==> config.mk <==
export PLATFORM = sky130hd
export DESIGN_NAME = inst_fetch
export DESIGN_NICKNAME = d
export VERILOG_FILES = /design/src/rtl/inst_fetch_pkg.sv /design/src/rtl/inst_fetch_byte_asm.sv /design/src/rtl/inst_fetch.sv
export SDC_FILE = /design/constraint.sdc
export NUM_CORES = 1
export LEC_CHECK = 0
export CAP_MARGIN = 0
export CORE_UTILIZATION = 35
export DETAILED_ROUTE_END_ITERATION = 10
export HOLD_SLACK_MARGIN = 0.06
export PLACE_DENSITY = 0.69
export SKIP_CTS_REPAIR_TIMING = 1
export SYNTH_ARGS = -nofsm -noshare
export SYNTH_HDL_FRONTEND = slang
export SYNTH_SLANG_ARGS = --single-unit
==> constraint.sdc <==
create_clock -name clk -period 4.05 [get_ports clk]
set_clock_uncertainty 0.05 [all_clocks]
set_input_delay 0.6075 -clock clk [delete_from_list [all_inputs] [get_ports clk]]
set_output_delay 0.6075 -clock clk [all_outputs]
set_load 0.02 [all_outputs]
==> src/rtl/inst_fetch_pkg.sv <==
// inst_fetch_pkg: shared widths, reset PC and fetch FSM state encoding
package inst_fetch_pkg;
  localparam int AW = 32;
  localparam int DW = 8;
  localparam int IW = 32;
  localparam logic [AW-1:0] RESET_PC = '0;
  typedef enum logic [1:0] {FETCH, DRAIN, VALID} state_e;
endpackage

==> src/rtl/inst_fetch_byte_asm.sv <==
// fetch_byte_asm: assembles four little-endian bytes into one instruction word
//   en_i  clock enable       clr_i clear word (wins over we_i)
//   we_i  write byte idx_i   din_i byte data        word_o assembled word
module fetch_byte_asm
  import inst_fetch_pkg::*;
(
  input  logic          clk,
  input  logic          rst_n,
  input  logic          en_i,
  input  logic          clr_i,
  input  logic          we_i,
  input  logic [1:0]    idx_i,
  input  logic [DW-1:0] din_i,
  output logic [IW-1:0] word_o
);
  logic [IW-1:0] word_q;
  always_ff @(posedge clk or negedge rst_n) begin
    if (!rst_n) word_q <= '0;
    else if (en_i) begin
      if (clr_i) word_q <= '0;
      else if (we_i) word_q[{idx_i, 3'b000} +: DW] <= din_i;
    end
  end
  assign word_o = word_q;
endmodule

==> src/rtl/inst_fetch.sv <==
// inst_fetch: byte-serial instruction fetch with redirect, stall and rdy freeze
//   if_mem_req_o/if_mem_addr_o/if_grant_i/mem_din_i  byte memory port
//   branch_flag_i/branch_target_i  redirect   stall_i  downstream hold
//   inst_valid_o/inst_o/pc_o  fetched instruction and its address
module inst_fetch
  import inst_fetch_pkg::*;
(
  input  logic          clk,
  input  logic          rst_n,
  input  logic          rdy,
  output logic          if_mem_req_o,
  output logic [AW-1:0] if_mem_addr_o,
  input  logic          if_grant_i,
  input  logic [DW-1:0] mem_din_i,
  input  logic          branch_flag_i,
  input  logic [AW-1:0] branch_target_i,
  input  logic          stall_i,
  output logic          inst_valid_o,
  output logic [IW-1:0] inst_o,
  output logic [AW-1:0] pc_o
);
  state_e        state_q, state_d;
  logic [AW-1:0] pc_q, pc_d;
  logic [1:0]    cnt_q, cnt_d, idx_q, idx_d;
  logic          fly_q, fly_d, run_q;
  // run_q keeps the request low until the first enabled edge after reset
  assign if_mem_req_o  = run_q && state_q == FETCH;
  assign if_mem_addr_o = pc_q + AW'(cnt_q);
  assign inst_valid_o  = state_q == VALID;
  assign pc_o          = pc_q;
  always_comb begin
    state_d = state_q;
    pc_d    = pc_q;
    cnt_d   = cnt_q;
    idx_d   = idx_q;
    fly_d   = 1'b0;
    if (branch_flag_i) begin
      state_d = FETCH;
      pc_d    = branch_target_i;
      cnt_d   = '0;
    end else begin
      case (state_q)
        FETCH: if (if_mem_req_o && if_grant_i) begin
          fly_d   = 1'b1;
          idx_d   = cnt_q;
          cnt_d   = cnt_q + 2'd1;
          state_d = cnt_q == 2'd3 ? DRAIN : FETCH;
        end
        DRAIN: state_d = fly_q && idx_q == 2'd3 ? VALID : DRAIN;
        VALID: if (!stall_i) begin
          pc_d    = pc_q + AW'(4);
          cnt_d   = '0;
          state_d = FETCH;
        end
        default: state_d = FETCH;
      endcase
    end
  end
  always_ff @(posedge clk or negedge rst_n) begin
    if (!rst_n) begin
      state_q <= FETCH;
      pc_q    <= RESET_PC;
      cnt_q   <= '0;
      idx_q   <= '0;
      fly_q   <= 1'b0;
      run_q   <= 1'b0;
    end else if (rdy) begin
      state_q <= state_d;
      pc_q    <= pc_d;
      cnt_q   <= cnt_d;
      idx_q   <= idx_d;
      fly_q   <= fly_d;
      run_q   <= 1'b1;
    end
  end
  // a redirect clears the word and drops any byte returning in that cycle
  fetch_byte_asm u_asm (
    .clk    (clk),
    .rst_n  (rst_n),
    .en_i   (rdy),
    .clr_i  (branch_flag_i),
    .we_i   (fly_q),
    .idx_i  (idx_q),
    .din_i  (mem_din_i),
    .word_o (inst_o)
  );
endmodule

==> qor.csv <==
stage;metric;value;unit
timing;fmax;259;MHz
finish;antenna_cells;0;
clock_tree;path_clk_slew;70;ps
critical_path;worstPathRequired;3390;ps
drt;vias;4420;
critical_path;cp_top_family;simple AND/OR/NAND/NOR gates;
critical_path;critPathSlowestCell;clkdlybuf4s50_1;
timing;hold_viol;0;
timing;post-route-period-util;0.952;
yosys;synth_edf_count;0;
drt;route.detailed.drc;0;
clock_tree;h-tree-depth;3;
critical_path;cp_num_cells;7;
critical_path;start_kind;flop;
drt;via_per_inst;5.75;
critical_path;reg2reg_depth;5;
pwr;powerDensity;391;nW/um^2
yosys;ys_types;67;
drt;dr.pass1.iters;5;
drt;drtIter0Drc;311;
clock_tree;clock_sinks;72;
critical_path;critical_path.startpoint;cnt_q[0];
drt;wl_per_cell;18.9;um
critical_path;crit_type;flop to output port;
timing;tightest_slew;973;ps
timing;finalWorstSetupSlack;193;ps
critical_path;cp_max_fo;5;
pwr;fin_total_pwr;2470;uW
critical_path;rrSetupSlack;1600;ps
yosys;ys_async_sr_fraction;1.00;
critical_path;end_kind;output port;
critical_path;r2r-end;pc_o[28];
global_route;grt_max_degree;38;
global_route;grt_pass1_vias;4421;
placed_design;dp_cells;753;
timing;slew_headroom;0.346;
yosys;ys.warnings.count;0;
status;status;completed;
finish;area.growth.synth_to_final;41.0;%
yosys;synthesis.nets;528;
yosys;ys.flop_type;dfrtp_1;
critical_path;critPathMaxStageDelay;640;ps
die;core-area;12300;sq um
critical_path;arrival;3200;ps
die;die_h;115;um
placed_design;dp_hpwl;10300;um
die;design.die.area;13200;sq um
die;start_util;0.365;
global_route;grt_pass1_wl;23000;um
finish;drive_above_1_share;0.0815;
timing;period_needed;3860;ps
critical_path;critical_path.cell_chain;ha_1 > inv_1 > fa_1 > or4_1 > nor4_1 > xor2_1 > clkdlybuf4s50_1;
yosys;syn_area;4480;sq um
clock_tree;cts_tree;yes;
timing;drv_slew;0;
yosys;avgSynthCellArea;9.50;sq um
timing;rsz0062_at_grt;false;
drt;antenna_left;0;
finish;final_common_cell;clkdlybuf4s50_1;
finish;fin_cells;769;
pwr;p_leak;0.00254;uW
yosys;synth-seq-cells;72;
clock_tree;numCtsBuffers;9;
die;die_width;115;um
finish;fill_cells;1122;
placed_design;pre_cts_ws;587;ps
drt;drt_wl_total;14500;um
global_route;antenna_found_initial;0;
die;num_rows;40;
yosys;synth_seq_area_share;0.402;
timing;setup_viol;0;
critical_path;cp-endpoint;if_mem_addr_o[28];
finish;nNetsFinal;653;
min_path;hp-class;primary input to async pin;
critical_path;reg2reg_from;pc_o[2];
finish;layout_common_cells;142 x clkdlybuf4s50_1, 72 x dfrtp_1, 33 x nand3_1, 33 x a22o_1, 24 x nand2_1;
pwr;irDropWorstVdd;0.192;mV
global_route;grt_overflow;0;
global_route;gr-usage-all-layers;0.224;
clock_tree;clk_latency;340;ps
yosys;synthCells;471;
clock_tree;clock-root-buffer;clkbuf_16;
critical_path;crit_buf_inv;2;
finish;finalCoreUtilization;0.515;
clock_tree;clockBufferDepth;2;
timing;fin_tns_setup;0;ps
job;maxCapViolCount;0;
placed_design;place.gp.congestion;0.854;
placed_design;portBuffers;143;
die;io_pins;144;
[stage by stage]
step	instance area [sq um]	hold slack, ps
after floorplan	4480	262
after global placement	6010	437
after detailed placement	6010	440
after CTS	6310	352
after global routing	6310	393
final	6310	341
[layout make-up]
cell class,count,area [sq um],share of cell area
Clock buffer,9,225,0.0357
Sequential cell,72,1800,0.285
Multi-Input combinational cell,342,2420,0.384
Inverter,16,60.1,0.00951
Tap cell,168,210,0.0333
Clock inverter,7,75.1,0.0119
Timing Repair Buffer,155,1520,0.240
[sequential cells by signal (all words and copies together) (netlist names)]
signal	count
state_q	2
cnt_q	2
run_q	1
fly_q	1
idx_q	2
u_asm.word_o	32
pc_o	32
[synthesized netlist by cell type (all sizes together) (7+ instances only)]
cell	instances	area, sq um
a22oi	22	165
xnor2	14	123
o211ai	7	57.6
nor2	17	63.8
a21oi	13	65.1
xor2	16	140
o21ai	18	90.1
a22o	33	289
nand2	24	90.1
inv	15	56.3
nor4	13	100
mux2i	9	90.1
clkbuf	19	71.3
dfrtp	72	1800
nand3	34	175
buf	22	121
nand4	17	149
nor3	25	140
ha	10	125
[where the power goes]
group | switching, uW | total, uW | internal (uW)
Clock | 331 | 815 | 484
Combinational | 414 | 755 | 341
Sequential | 124 | 902 | 778
Total | 869 | 2470 | 1600
[cells by family after synthesis]
family,after synthesis,synth area share
compound gates,126,0.209
xor+xnor,30,0.0587
fa+ha+maj,11,0.0324
buf+inv,57,0.0565
flops,72,0.402
mux,10,0.0226
simple gates,165,0.219
[layer usage]
layer / track usage / wire (um) / vias up
met4: 0.0823 / 307 / 0
met5: 0.0148 / 0 / -
li1: - / - / 2041
met2: 0.365 / 6790 / 206
met1: 0.293 / 6350 / 2144
met3: 0.0459 / 1090 / 29
[how the worst min path moves through the flow]
stage                      from               end  cells after the start
2_1_floorplan             rst_n          cnt_q[0]                      0
3_3_place_gp   u_asm.word_o[17]  u_asm.word_o[17]                      1
5_1_grt                   rst_n   u_asm.word_o[0]                      1
4_1_cts                   rst_n   u_asm.word_o[0]                      1
6_report                  rst_n   u_asm.word_o[0]                      1
3_5_place_dp   u_asm.word_o[20]  u_asm.word_o[20]                      1
(Power assumes the default switching activity.)
